### config.mk
export PLATFORM = sky130hd
export DESIGN_NAME = uart_rx_byte
export DESIGN_NICKNAME = d
export VERILOG_FILES = /design/src/rtl/uart_rx_byte.sv
export SDC_FILE = /design/constraint.sdc
export NUM_CORES = 1
export LEC_CHECK = 0
export ABC_AREA = 1
export CAP_MARGIN = 5
export CORE_MARGIN = 1
export CORE_UTILIZATION = 60
export CTS_BUF_LIST = sky130_fd_sc_hd__clkbuf_8
export DETAILED_ROUTE_END_ITERATION = 12
export PLACE_DENSITY = 0.84
export SYNTH_ARGS = -nofsm -noshare
export SYNTH_HDL_FRONTEND = slang
export SYNTH_SLANG_ARGS = --single-unit
### constraint.sdc
create_clock -name clock -period 2.5 [get_ports clock]
set_clock_uncertainty 0.2 [all_clocks]
set_input_delay 0.5 -clock clock [delete_from_list [all_inputs] [get_ports clock]]
set_output_delay 0.5 -clock clock [all_outputs]
set_load 0.02 [all_outputs]
### src/rtl/uart_rx_byte.sv
// Byte-level 8N1 UART receiver, LSB first, mid-bit sampling with a 2-flop rx synchroniser.
// Optional 2-of-3 majority vote on the bit sample when UART_RX_MAJORITY_EN is defined.
module uart_rx_byte #(
  parameter int clock_frequency = 50000000,
  parameter int baud_rate       = 115200
) (
  input  logic       clock,
  input  logic       reset,
  input  logic       rx,
  output logic [7:0] data,
  output logic       valid,
  output logic       framing_error,
  output logic       busy
);

  localparam int divisor = clock_frequency / baud_rate;
  localparam int half    = divisor / 2;
  localparam logic [15:0] start_strobe = 16'(half - 1);
  localparam logic [15:0] bit_strobe   = 16'(divisor - 1);

  typedef enum logic [2:0] {
    ST_IDLE,
    ST_START,
    ST_DATA,
    ST_STOP,
    ST_BREAK
  } state_t;

  state_t      state;
  logic        s1;
  logic        rx_s;
  logic [15:0] count;
  logic [2:0]  index;
  logic [7:0]  shift;
  logic        sample;

  always_ff @(posedge clock) begin
    if (reset) begin
      s1   <= 1'b1;
      rx_s <= 1'b1;
    end else begin
      s1   <= rx;
      rx_s <= s1;
    end
  end

`ifdef UART_RX_MAJORITY_EN
  // hist[0] is rx_s one cycle back, hist[1] two cycles back; vote adds no latency
  logic [1:0] hist;

  always_ff @(posedge clock) begin
    if (reset) hist <= 2'b11;
    else       hist <= {hist[0], rx_s};
  end

  always_comb begin
    sample = (rx_s & hist[0]) | (rx_s & hist[1]) | (hist[0] & hist[1]);
  end
`else
  always_comb begin
    sample = rx_s;
  end
`endif

  always_ff @(posedge clock) begin
    if (reset) begin
      state         <= ST_IDLE;
      count         <= 16'd0;
      index         <= 3'd0;
      shift         <= 8'h00;
      data          <= 8'h00;
      valid         <= 1'b0;
      framing_error <= 1'b0;
      busy          <= 1'b0;
    end else begin
      valid         <= 1'b0;
      framing_error <= 1'b0;
      case (state)
        ST_IDLE: begin
          if (!rx_s) begin
            state <= ST_START;
            count <= 16'd0;
            busy  <= 1'b1;
          end
        end
        ST_START: begin
          if (count == start_strobe) begin
            count <= 16'd0;
            if (!sample) begin
              state <= ST_DATA;
              index <= 3'd0;
            end else begin
              // start bit vanished before mid-bit: treat as a glitch
              state <= ST_IDLE;
              busy  <= 1'b0;
            end
          end else begin
            count <= count + 16'd1;
          end
        end
        ST_DATA: begin
          if (count == bit_strobe) begin
            count        <= 16'd0;
            shift[index] <= sample;
            if (index == 3'd7) state <= ST_STOP;
            else               index <= index + 3'd1;
          end else begin
            count <= count + 16'd1;
          end
        end
        ST_STOP: begin
          if (count == bit_strobe) begin
            count <= 16'd0;
            data  <= shift;
            if (sample) begin
              valid <= 1'b1;
              state <= ST_IDLE;
              busy  <= 1'b0;
            end else begin
              framing_error <= 1'b1;
              state         <= ST_BREAK;
            end
          end else begin
            count <= count + 16'd1;
          end
        end
        ST_BREAK: begin
          // hold off start detection until the line releases from a break
          if (rx_s) begin
            state <= ST_IDLE;
            count <= 16'd0;
            busy  <= 1'b0;
          end
        end
        default: begin
          state <= ST_IDLE;
          count <= 16'd0;
          busy  <= 1'b0;
        end
      endcase
    end
  end

endmodule

======== Word-level counts from Yosys, hierarchy flattened ========
Index checks and enable logic that the tools add are counted.
word-level totals
  register bits ........................... 43
  input port bits ......................... 3
  output and inout bits ................... 11
  logic and storage cells ................. 72
cells by class
  $add $sub $neg .......................... 2
  magnitude comparators ................... 2
  eq/ne operators ......................... 15
  mux-type cells .......................... 29
  bitwise logic cells ..................... 3
  reduce and logical (&&, ||, !) cells .... 11
operators by type and width
  kind                                                                    count
  16-bit two-way mux                                                      4
  16-bit one-hot mux with 4 select lines                                  1
  3-bit two-way mux                                                       11
  16-bit by 1-bit adder with 16-bit output (second input constant)        1
  16-bit by 8-bit == test with 1-bit output (second input constant)       1
  16-bit by 9-bit == test with 1-bit output (second input constant)       1
  2-bit inequality test (second input constant)                           8
  3-bit one-hot mux with 5 select lines                                   1
  8-bit bitwise mux                                                       1
  1-bit two-way mux                                                       7
  3-bit by 2-bit == test with 1-bit output (second input constant)        2
  3-bit == test (second input constant)                                   2
  3-bit one-hot mux with 2 select lines                                   1
  2-bit AND reduction                                                     3
  6-bit AND reduction                                                     1
  1-bit one-hot mux with 5 select lines                                   1
  5-bit AND reduction                                                     1
  3-bit by 4-bit < comparator with 1-bit output (second input constant)   1
  4-bit AND reduction                                                     1
  3-bit by 1-bit adder with 3-bit output (second input constant)          1
  1-bit demux with 3-bit select                                           1
  3-bit by 1-bit == test with 1-bit output (second input constant)        1
  3-bit by 1-bit >= comparator with 1-bit output (second input constant)  1
  3-bit logical NOT                                                       1
  other kinds (6)                                                         8

======== Depth between registers and ports, before layout ========
Gate-level depths: netlist of run 1.
  word-level depth ........................ 5
  gate-level depth with buffers ........... 10
  mapped depth without buffers ............ 10

======== Least setup slack after synthesis of run 1 ========
Ideal clock, no wire load.
  path kind ............................... register to register
  start point ............................. register count[0]
  end point ............................... register count[8]
  library setup time ...................... 115 ps
  arrival ................................. 1280 ps
  required time ........................... 2185 ps
  slack ................................... 905 ps
  cell stages (with the launch flop) ...... 9
  buffers on the path ..................... 0
  period minus slack after synthesis ...... 1595 ps
  path through ............................ dfxtp_1 > ha_1 > nand3_1 > nor2_4 > nand2_8 > nand2_8 > nand3_4 > nand2_2 > nor2_1
on the way
  word-level cells in the longest chain between the ends .. 3
  elaborated cells between the ends (all ways) .. 6
  classes of those cells .................. add/sub (1); eq/ne (2); mux (3)
RTL lines
  element                                                           line          RTL
  start: declaration                                                32            logic [15:0] count;
  start signal: assignment                                          98            count <= count + 16'd1;
  start signal: assignment                                          108           count <= count + 16'd1;
  start signal: assignment                                          124           count <= count + 16'd1;
  16-bit by 1-bit adder with 16-bit output (tied with other cells)  98, 108, 124
  16-bit two-way mux (on tied branches)                             102, 112, 87
  16-bit one-hot mux with 4 select lines *                          78            case (state)
Every way passes the cells marked *; elsewhere a longest branch is shown, timed or not.
A chain may end at the register's enable or synchronous reset.

======== Worst setup path in the final report of run 1 ========
  start point ............................. register data[0]
  end point ............................... output data[0]
RTL lines
  element                   line  RTL
  start: declaration        10    output logic [7:0] data,
  start signal: assignment  114   data <= shift;
No word-level cell between the ends.

==> flow_results.org, run 1 <==
** Outcome
- The run finished with clean final reports.

** GRT
- Global routing finished with a remaining overflow of 0.
- In the global route stage, overall resource usage came out at 0.2657.
- Vias in the first global route :: 1973
- Wire length of the first global-routing pass :: 8797 µm
- Entering global routing, the biggest net connects 21 pins.
- The initial antenna violation count was 0.

** Die
- Die Footprint :: 4377 µm²
- The floorplan has 22 rows.
- The die is 66.16 µm wide.
- During I/O placement, the number of pins put on the boundary was 14.
- The die is 66.16 µm tall.
- Initial core utilization :: 0.6502
- The core region is 3799 µm².

** Timing
- At the pin with the least slew margin, the transition time is 0.5670 ns.
- Pins over their slew limit :: 0
- Final setup violation count :: 0
- Crit share post-route :: 0.7847
- After layout, the minimum clock period comes to 1.962 ns.
- Hold Vio Cnt, Final :: 0
- Slew margin rel. :: 0.6197
- Setup repair after global routing left no endpoint under its margin.
- Based on the critical path, the design can be clocked at up to 509.7 MHz.
- Setup slack closes at 0.5382 ns.
- Post-Route Setup TNS :: 0 ns

** Clocking
- Clock latency on the worst-skew pair, taken at its later pin, is 0.30 ns.
- CTS tree :: built
- The cell sitting at the root of the clock tree is a sky130_fd_sc_hd__clkbuf_8.
- No sink is reached through more buffers than the 2 on the longest clock path.
- The number of setup buffers added after CTS is 0.
- Total of cells resized after clock tree synthesis :: 0
- After clock tree synthesis, the flow added hold-fix buffers numbering 0.
- Count of clock tree sinks :: 43
- Level count of the clock H-tree :: 2
- Reg clk slew, reported paths :: 0.09 ns
- TritonCTS buffer count :: 5

** Routing
- The first detailed-routing pass took 4 iterations.
- Final routed wirelength across all metal layers :: 5194 µm
- Residual DRC count :: 0
- Average wire per standard cell :: 12.37 µm
- Via Count :: 2219
- Routed Antenna Nets :: 0
- The first routing iteration left 144 violations.
- DR vias/cell :: 5.283

** Place
- Input and output buffers added on the ports amount to 13.
- The HPWL after detailed placement is 3817 µm.
- The placed instances occupy a cell area of 2635 µm².
- Before CTS, the worst setup slack after placement is 0.3633 ns.
- GP Congestion :: 0.9348

** Worst setup path
- Reg-to-reg critical path endpoint :: count[9]
- The worst setup path is launched from a flip-flop.
- By startpoint and endpoint, the worst setup path is classified as reg -> out.
- Count of cells along the worst register-to-register path :: 6
- List of cells traversed by the critical path :: clkdlybuf4s50_1
- Along the worst path, the maximum fanout reaches 2.
- Worst setup EP type :: output port
- At the worst endpoint, the required time is 1.80 ns.
- The slowest stage of the critical path belongs to the cell sky130_fd_sc_hd__clkdlybuf4s50_1.
- Delay-heaviest family, CP :: buffers and inverters
- In this design, the stage delay of the slowest critical-path cell is 0.61 ns.
- Arrival time at the worst endpoint :: 1.26 ns
- Worst Path Buf+Inv :: 1
- Flop2flop setup slack :: 0.60 ns
- The worst register-to-register path begins at count[2].

** Synthesis
- Netlist area before placement :: 2470 µm²
- After synthesis the netlist holds a flip-flop and latch count of 43.
- For this run, the register share of the synthesized area comes to 0.3485.
- After technology mapping, the gate count stands at 356.
- Mux contribution to synthesized area :: 0
- Post-Syn Area per Cell :: 6.938 µm²
- Main combinational cell family by area after synthesis :: simple AND/OR/NAND/NOR gates
- For this run, the number of Yosys warnings is 0.
- Of the total synthesized cell area, the portion taken by XOR and XNOR cells is 0.01418.
- Count of different cell masters after synthesis :: 32
- Area share of and/or/nand/nor cells after synthesis :: 0.4357
- Number of nets produced by synthesis :: 364
- Of the total synthesized cell area, the portion taken by full adders, half adders and majority gates is 0.02533.
- Area fraction in compound gates after synthesis :: 0.09017

** Cells and area
- Share of the core filled with cells in the final layout :: 0.7233
- From synthesis to final layout, the design area changed by 11.25%.
- Final design area excluding fillers :: 2748 µm²
- Fraction of final layout cells sized beyond drive strength 1 :: 0.1452
- Nets@finish :: 379
- The number of antenna diodes in the final layout is 0.

** Power and ir drop
- Final total power :: 2113 µW
- Cell area power density :: 768.9 nW/µm²
- Static Leakage :: 0.001125 µW
- IR Drop Worst-Case VDD :: 0.4185 mV

** Min path
- The worst hold path terminates at rx_s.
- Along the worst hold path, the cell count comes to 1.
- The tightest min-delay check is of the reg -> reg type.
- Origin of the worst min-delay path :: s1

** Job
- Max-capacitance violation count :: 0
-- Yosys cell counts --
cell                       number  share of area
sky130_fd_sc_hd__a21oi_1       21          0.043
sky130_fd_sc_hd__a21oi_2        2         0.0071
sky130_fd_sc_hd__buf_2          2         0.0041
sky130_fd_sc_hd__buf_4          3         0.0091
sky130_fd_sc_hd__clkbuf_1       2         0.0030
sky130_fd_sc_hd__clkinv_1       3         0.0046
sky130_fd_sc_hd__dfxtp_1       43           0.35
sky130_fd_sc_hd__ha_1           5          0.025
sky130_fd_sc_hd__inv_1         34          0.052
sky130_fd_sc_hd__inv_2          9          0.014
sky130_fd_sc_hd__nand2_1       78           0.12
sky130_fd_sc_hd__nand2_2        7          0.018
sky130_fd_sc_hd__nand2_4        2         0.0091
sky130_fd_sc_hd__nand2_8        2          0.016
sky130_fd_sc_hd__nand3_1       23          0.047
sky130_fd_sc_hd__nand3_2        1         0.0041
sky130_fd_sc_hd__nand3_4        3          0.021
sky130_fd_sc_hd__nand3b_1       2         0.0061
sky130_fd_sc_hd__nand4_1       10          0.025
sky130_fd_sc_hd__nor2_1        58          0.088
sky130_fd_sc_hd__nor2_2         5          0.013
sky130_fd_sc_hd__nor2_4         6          0.027
sky130_fd_sc_hd__nor2_8         1         0.0081
sky130_fd_sc_hd__nor3_1         5          0.010
sky130_fd_sc_hd__nor3_4         1         0.0066
sky130_fd_sc_hd__nor3b_2        1         0.0051
sky130_fd_sc_hd__nor4_2         1         0.0051
sky130_fd_sc_hd__o211ai_1       2         0.0061
sky130_fd_sc_hd__o21ai_0        4         0.0081
sky130_fd_sc_hd__o21ai_1       13          0.026
sky130_fd_sc_hd__or2_2          3         0.0076
sky130_fd_sc_hd__xor2_1         4          0.014
-- cell usage in the layout, fill, tap and decap left out, drive strengths merged --
cell type	Yosys	layout
buf	5	2
o211ai	2	2
clkinv	3	5
dfxtp	43	43
nand3	27	27
nand2	89	89
ha	5	5
nor2	70	70
xor2	4	4
a21oi	23	23
o21ai	17	17
inv	43	43
clkbuf	2	5
bufinv	0	1
nand3b	2	2
nor4	1	1
or2	3	3
nor3	6	6
clkdlybuf4s50	0	13
nand4	10	10
nor3b	1	1
-- cell families after synthesis --
| kind of cell | Yosys count |
|---|---|
| compound gates | 42 |
| flops | 43 |
| simple gates | 209 |
| buf+inv | 53 |
| fa+ha+maj | 5 |
| xor+xnor | 4 |
-- through the flow --
step                cells  hold slack, ns
floorplan             356          0.1895
CTS                   420          0.2184
global placement      412          0.1940
global route          420          0.2452
detailed placement    412          0.1993
finish                420          0.2138
-- final cells by class --
type	instances	area [µm²]
Clock buffer	5	68.82
Clock inverter	3	43.79
Fill cell	315	1051
Inverter	46	172.7
Multi-Input combinational cell	260	1396
Sequential cell	43	860.8
Tap cell	48	60.06
Timing Repair Buffer	15	145.1
-- registers in the layout (all words and copies together) (netlist names) --
register       cells
state              3
valid              1
shift              8
data               8
framing_error      1
index              3
count             16
s1                 1
busy               1
rx_s               1
-- routing by layer --
metal / routed length (µm) / vias to the layer above / part of all wire / track usage
met4: 58 / 0 / 0.011 / 0.08245
met3: 304 / 8 / 0.059 / 0.04310
li1: - / 1160 / - / -
met2: 2254 / 51 / 0.43 / 0.4145
met1: 2576 / 1000 / 0.50 / 0.3733
met5: 0 / - / 0 / 0
-- power by group --
group	internal [µW]	switching (µW)
clock network	297	250
logic	241	553
registers	728	43.7
-- how the worst max path moves through the flow --
stage | startpoint | cells after the start | slack (ns) | end
floorplan | count[0] | 8 | 0.91 | count[8]
global placement | reset | 4 | 0.39 | count[9]
detailed placement | reset | 4 | 0.36 | count[8]
CTS | data[2] | 1 | 0.53 | data[2]
global route | count[2] | 6 | 0.48 | count[9]
finish | data[0] | 1 | 0.54 | data[0]
Power figures use the tool's default switching activity.
==> run 2: changes to the inputs <==
==> constraint.sdc (replaced) <==
create_clock -name clock -period 1.85 [get_ports clock]
set_clock_uncertainty 0.2 [all_clocks]
set_input_delay 0.37 -clock clock [delete_from_list [all_inputs] [get_ports clock]]
set_output_delay 0.37 -clock clock [all_outputs]
set_load 0.02 [all_outputs]
==> flow_results.org, run 2 (synthesis gave the netlist of run 1 again) <==
** Cells and area
- Nets@finish :: 385 (was 379)
- The final cell count without fillers came to 426 (was 420).
- Number of antenna diodes :: 0 (unchanged)
- The register bank with the most flops is count (unchanged).
- Area overhead of the layout relative to synthesis :: 13.88% (was 11.25%)
- Most frequent cells in the layout: 77 x sky130_fd_sc_hd__nand2_1, 57 x sky130_fd_sc_hd__nor2_1, 41 x sky130_fd_sc_hd__dfxtp_1, 34 x sky130_fd_sc_hd__inv_1, 22 x sky130_fd_sc_hd__nand3_1 (was 78 x sky130_fd_sc_hd__nand2_1, 58 x sky130_fd_sc_hd__nor2_1, 43 x sky130_fd_sc_hd__dfxtp_1, 34 x sky130_fd_sc_hd__inv_1, 23 x sky130_fd_sc_hd__nand3_1).
- Most common library cell in the layout ignoring fill and taps :: sky130_fd_sc_hd__nand2_1 (unchanged)
- Fraction of final layout cells sized beyond drive strength 1 :: 0.1720 (was 0.1452)
- Largest regs: count: 16 flops, data: 8 flops, shift: 8 flops (unchanged).
- The number of flip-flops in the largest register came to 16 (unchanged).

** Routing
- Residual DRC count :: 0 (unchanged)
- Final routed wirelength across all metal layers :: 5429 µm (was 5194 µm)
- Average wire per standard cell :: 12.74 µm (was 12.37 µm)
- Violation count after the first detailed-routing iteration :: 188 (was 144)
- DR vias/cell :: 5.425 (was 5.283)
- Via Count :: 2311 (was 2219)
- The iteration count of the initial detailed-routing pass is 6 (was 4).
- Routed Antenna Nets :: 0 (unchanged)

** Worst setup path
- The nature of the critical path startpoint was a flip-flop (unchanged).
- The capturing instance or port of the critical path was busy (was data[0]).
- Worst setup EP type :: output port (unchanged)
- The family with the most delay on the worst path is buffers and inverters (unchanged).
- The source of the critical timing path is busy (was data[0]).
- Flop2flop setup slack :: 0.10 ns (was 0.60 ns)
- Critical setup path kind :: reg -> out (unchanged)
- The data arrival time at the worst-slack endpoint came to 1.23 ns (was 1.26 ns).
- Cell count along the critical path :: 1 (unchanged)
- Delay of the slowest critical-path stage :: 0.60 ns (was 0.61 ns)
- List of cells traversed by the critical path: clkdlybuf4s50_1 (unchanged).
- Required arrival time at the worst endpoint :: 1.28 ns (was 1.80 ns)
- The maximum net fanout on the critical path was 2 (unchanged).
- The worst-case reg-to-reg path depth is 8 (was 6).
- Reg-to-reg critical path endpoint :: count[4] (was count[9])
- The cell at the slowest stage of the critical path is sky130_fd_sc_hd__clkdlybuf4s50_1 (unchanged).
- Worst Path Buf+Inv :: 1 (unchanged)
- FF-to-FF Start :: count[10] (was count[2])

** Timing
- Timing would allow up to 554.5 MHz.
- Crit share post-route :: 0.9748
- The final count of hold timing violations was 0 (unchanged).
- The worst slack on hold paths came to 0.2271 ns (was 0.2138 ns).
- Final critical path time including I/O delays and setup :: 1.803 ns
- Slew margin rel. :: 0.6958 (was 0.6197)
- Pins over their slew limit :: 0 (unchanged)
- Pin slew with the least headroom to its limit :: 0.4546 ns (was 0.5670 ns)
- Unrepaired setup endpoints after global routing :: false (unchanged)
- Post-Route Setup TNS :: 0 ns (unchanged)
- Final setup violation count :: 0 (unchanged)

** Die
- Width of the chip :: 66.16 µm (unchanged)
- Area of the core region :: 3799 µm² (unchanged)
- The vertical extent of the die came to 66.16 µm (unchanged).
- The standard-cell row count is 22 (unchanged).
- Number of ports placed on the die boundary :: 14 (unchanged)
- Die Footprint :: 4377 µm² (unchanged)
- Initial core utilization :: 0.6502 (unchanged)

** GRT
- Combined global-route utilization of all metal layers :: 0.2718 (was 0.2657)
- The initial antenna violation count is 0 (unchanged).
- Wire length of the first global-routing pass :: 8949 µm (was 8797 µm)
- The pin count of the biggest net entering global routing came to 20 (was 21).
- The sum of overflow across all layers after global routing came to 0 (unchanged).
- Vias in the first global route :: 2048 (was 1973)

** Job
- The count of max-cap constraint violations came to 0 (unchanged).

** Clocking
- Clock Path Buffers :: 2 (unchanged)
- The root buffer cell was sky130_fd_sc_hd__clkbuf_8 (unchanged).
- Level count of the clock H-tree :: 2 (unchanged)
- The hold buffer count at CTS was 0 (unchanged).
- Clock latency on the worst-skew pair :: 0.31 ns (was 0.30 ns)
- The TritonCTS clock tree is built (unchanged).
- Count of clock tree sinks :: 43 (unchanged)
- The total clock buffers created by CTS came to 5 (unchanged).
- The clock-pin slew reported for the worst setup and hold paths after clock tree synthesis is 0.09 ns (about the same).

** Place
- The post-detailed-placement half-perimeter wirelength was 3948 µm (was 3817 µm).
- The global placer's final weighted congestion came to 0.8643 (was 0.9348).
- Post-placement cell count :: 417 (was 412)
- The count of port buffers added during placement was 13 (unchanged).

** Power and ir drop
- Cell area power density :: 989.5 nW/µm² (was 768.9 nW/µm²)
- The static power due to leakage is 0.001301 µW (was 0.001125 µW).
- IR Drop Worst-Case VDD :: 0.6901 mV (was 0.4185 mV)

** Outcome
- Run status: finished, final reports clean (unchanged).

** Min path
- Hold Crit Class :: reg -> reg (unchanged)
==> run 2: repair_timing <==
action | in CTS | in global routing
buffers inserted | 0 | 1
setup endpoints to repair | 0 | 38
gates resized for setup | 0 | 14
==> run 2: area by class of cell <==
type | instances | area [µm²]
Tap cell | 48 | 60.06
Sequential cell | 43 | 863.3
Timing Repair Buffer | 21 | 210.2
Clock buffer | 5 | 68.82
Fill cell | 309 | 985.9
Inverter | 46 | 172.7
Multi-Input combinational cell | 260 | 1411
Clock inverter | 3 | 26.28
==> run 2: worst min path at each step <==
stage | start | to | slack, ns | depth (start not counted)
finish | s1 | rx_s | 0.23 | 1
global route | s1 | rx_s | 0.26 | 1
CTS | s1 | rx_s | 0.24 | 1
detailed placement | s1 | rx_s | 0.19 | 1
global placement | s1 | rx_s | 0.19 | 1
floorplan | s1 | rx_s | 0.19 | 1
==> run 2: where the power goes <==
part	internal, µW	switching, µW
sequential	986	53.9
combinational	337	763
clock	278	365
==> run 2: layer usage <==
layer	wire length, µm	global-route usage	vias to the layer above
met1	2482	0.3553	1045
met3	368	0.05862	14
met4	135	0.1303	0
met2	2442	0.4222	80
met5	0	0	-
li1	-	-	1172
==> run 2: through the flow <==
| step | utilization | setup WS [ns] | total power (µW) | area [µm²] |
|---|---|---|---|---|
| floorplan | - | 0.2553 | 1934 | 2470 |
| global placement | 0.7036 | 0.1478 | 2102 | 2673 |
| detailed placement | 0.7036 | 0.08698 | 2125 | 2673 |
| CTS | 0.7286 | 0.01412 | 2755 | 2768 |
| global route | 0.7404 | 0.003143 | 2962 | 2813 |
| finish | 0.7404 | 0.04669 | 2783 | 2813 |
==> run 3: changes to the inputs <==
--- a/config.mk
+++ b/config.mk
@@ -11,7 +11,9 @@
 export CORE_UTILIZATION = 60
 export CTS_BUF_LIST = sky130_fd_sc_hd__clkbuf_8
 export DETAILED_ROUTE_END_ITERATION = 12
+export HOLD_SLACK_MARGIN = 0.03
 export PLACE_DENSITY = 0.84
+export SETUP_SLACK_MARGIN = 0.02
 export SYNTH_ARGS = -nofsm -noshare
 export SYNTH_HDL_FRONTEND = slang
 export SYNTH_SLANG_ARGS = --single-unit
==> flow_results.org, run 3 (synthesis gave the netlist of run 1 again) <==
** Cells and area
- The ratio of cells with drive above 1 in the final layout is 0.1746 (was 0.1720).
- Area overhead of the layout relative to synthesis :: 13.73% (was 13.88%)
- Number of flip-flops in the largest register :: 16 (unchanged)
- Most frequent cells in the layout: 77 x sky130_fd_sc_hd__nand2_1, 57 x sky130_fd_sc_hd__nor2_1, 41 x sky130_fd_sc_hd__dfxtp_1, 34 x sky130_fd_sc_hd__inv_1, 22 x sky130_fd_sc_hd__nand3_1 (unchanged).
- The most common cell after layout, fill and taps aside is sky130_fd_sc_hd__nand2_1 (unchanged).
- Nets@finish :: 385 (unchanged)
- Largest regs: count: 16 flops, data: 8 flops, shift: 8 flops (unchanged).
- Top register by number of flip-flops :: count (unchanged)
- The antenna diode instance count came to 0 (unchanged).
- The final core utilization was 0.7395 (was 0.7404).

** Worst setup path
- The worst-case reg-to-reg path depth is 8 (unchanged).
- The data arrival time at the worst-slack endpoint is 1.23 ns (about the same).
- The reg-to-reg setup timing slack is 0.11 ns (was 0.10 ns).
- The critical path capture point type is an output port (unchanged).
- The startpoint of the worst register-to-register path is count[10] (unchanged).
- The count of buffering cells on the critical path with inverters included is 1 (unchanged).
- Critical setup path kind :: reg -> out (unchanged)
- Startpoint kind of the worst setup timing path :: flip-flop (unchanged)
- The cell at the slowest stage of the critical path is sky130_fd_sc_hd__clkdlybuf4s50_1 (unchanged).
- The maximum net fanout on the critical path was 1 (was 2).
- List of cells traversed by the critical path :: clkdlybuf4s50_1 (unchanged)
- Delay of the slowest critical-path stage :: 0.60 ns (about the same)
- Reg-to-reg critical path endpoint :: count[4] (unchanged)
- Required arrival time at the worst endpoint :: 1.28 ns (about the same)
- The family with the most delay on the worst path was buffers and inverters (unchanged).

** Timing
- Final critical path time including I/O delays and setup :: 1.799 ns (was 1.803 ns)
- Post-Route Setup TNS :: 0 ns (unchanged)
- Unrepaired setup endpoints after global routing: false (unchanged).
- Pin slew with the least headroom to its limit :: 0.4538 ns (was 0.4546 ns)
- Hold Vio Cnt, Final :: 0 (unchanged)
- The maximum frequency from static timing analysis was 555.8 MHz (was 554.5 MHz).
- Pins over their slew limit :: 0 (unchanged)
- Crit share post-route :: 0.9726 (was 0.9748)
- The number of endpoints failing setup at the final stage is 0 (unchanged).
- Slew margin rel. :: 0.6963 (was 0.6958)

** Job
- Max-capacitance violation count :: 0 (unchanged)

** GRT
- The overall fraction of global-route tracks in use was 0.2718 (unchanged).
- Wire length of the first global-routing pass :: 8949 µm (unchanged)
- Antenna violations before repair :: 0 (unchanged)
- The pin count of the biggest net entering global routing is 20 (unchanged).
- Vias in the first global route :: 2048 (unchanged)
- Overflow after GRT :: 0 (unchanged)

** Min path
- Hold path endpoint :: rx_s (unchanged)
- The kind of path behind the tightest hold check was reg -> reg (unchanged).
- Number of cells on the worst hold path :: 1 (unchanged)
- Origin of the worst min-delay path :: s1 (unchanged)

** Clocking
- The root buffer cell was sky130_fd_sc_hd__clkbuf_8 (unchanged).
- Count of clock tree sinks :: 43 (unchanged)
- Clock Path Buffers :: 2 (unchanged)
- The clock-pin slew reported for the worst setup and hold paths after clock tree synthesis came to 0.09 ns (about the same).
- TritonCTS buffer count :: 5 (unchanged)
- The number of H-tree levels is 2 (unchanged).
- CTS tree :: built (unchanged)
- The clock latency at the later pin of the worst-skew pair came to 0.31 ns (about the same).

** Power and ir drop
- Sequential fraction of design power :: 0.374 (was 0.373)
- The static power due to leakage was 0.001292 µW (was 0.001301 µW).
- Final total power :: 2783 µW (about the same)
- The internal portion of total power came to 1600 µW (was 1601 µW).
- The net load switching power is 1184 µW (was 1183 µW).
- The power per cell area is 990.9 nW/µm² (was 989.5 nW/µm²).
- The clock network power share is 0.233 (was 0.231).
- The switching fraction of total power is 0.4253 (was 0.4249).
- The power share of the combinational group is 0.394 (was 0.395).
- IR Drop Worst-Case VDD :: 0.6221 mV (was 0.6901 mV)

** Place
- The post-detailed-placement half-perimeter wirelength is 3948 µm (unchanged).
- The global placer's final weighted congestion is 0.8643 (unchanged).
- The count of port buffers added during placement was 13 (unchanged).

** Routing
- Via Count :: 2306 (was 2311)
- DR vias/cell :: 5.413 (was 5.425)
- The number of DRC violations after detailed-routing iteration 0 was 146 (was 188).
- TritonRoute pass-1 iters :: 4 (was 6)
- Final routed wirelength across all metal layers :: 5615 µm (was 5429 µm)
- The total DRC errors in the routed layout came to 0 (unchanged).
- Average wire per standard cell :: 13.18 µm (was 12.74 µm)
- Routed Antenna Nets :: 0 (unchanged)

** Die
- Width of the chip :: 66.16 µm (unchanged)
- The initial core utilization is 0.6502 (unchanged).
- The vertical extent of the die came to 66.16 µm (unchanged).
- The total I/O pin count came to 14 (unchanged).
- Die Footprint :: 4377 µm² (unchanged)
- The standard-cell row count was 22 (unchanged).
- The core footprint is 3799 µm² (unchanged).

** Outcome
- Run status: finished, final reports clean (unchanged).
run 3: cell type report:
class / count / area [µm²]
inverters: 46 / 172.7
fillers: 304 / 989.7
flip-flops and latches: 43 / 863.3
multi-input cells: 260 / 1414
clock buffers: 5 / 68.82
well taps: 48 / 60.06
clock inverters: 3 / 26.28
repair buffers: 21 / 203.9
run 3: how the worst max path moves through the flow:
stage                        start       end  slack (ns)  cells past startpoint
after floorplan           count[0]  count[8]        0.26                      8
after global placement    count[0]  count[8]        0.15                      8
after detailed placement  count[0]  count[8]        0.09                      8
after CTS                  data[5]   data[5]        0.03                      1
after global routing      count[1]  count[4]        0.01                      9
final                        valid     valid        0.05                      1
run 3: what timing repair did:
item	CTS	global route
hold buffers	0	0
pin swaps	0	1
resized for setup	3	14
buffers inserted	0	1
hold endpoints to repair	0	0
endpoints found under the setup margin	3	40
run 3: power groups by stage:
| stage | Sequential, µW | Clock, µW | Combinational (µW) |
|---|---|---|---|
| 5_1_grt | 1050 | 691 | 1220 |
| 2_1_floorplan | 1060 | 0 | 874 |
| 3_3_place_gp | 1050 | 0 | 1050 |
| 6_report | 1040 | 647 | 1100 |
| 4_1_cts | 1040 | 647 | 1070 |
| 3_5_place_dp | 1060 | 0 | 1070 |
run 3: metrics by stage:
step                      instances  area, µm²  hold slack (ns)  worst slack (ns)
after CTS                       425       2764           0.2363           0.02620
after floorplan                 356       2470           0.1895            0.2553
final                           426       2809           0.2260           0.05065
after detailed placement        417       2673           0.1949           0.08698
after global placement          417       2673           0.1933            0.1478
after global routing            426       2809           0.2647           0.01136
run 3: metal layers:
layer,global-route usage,share of wire
met1,0.3553,0.46
met3,0.05862,0.061
met4,0.1303,0.023
met5,0,0
met2,0.4222,0.46
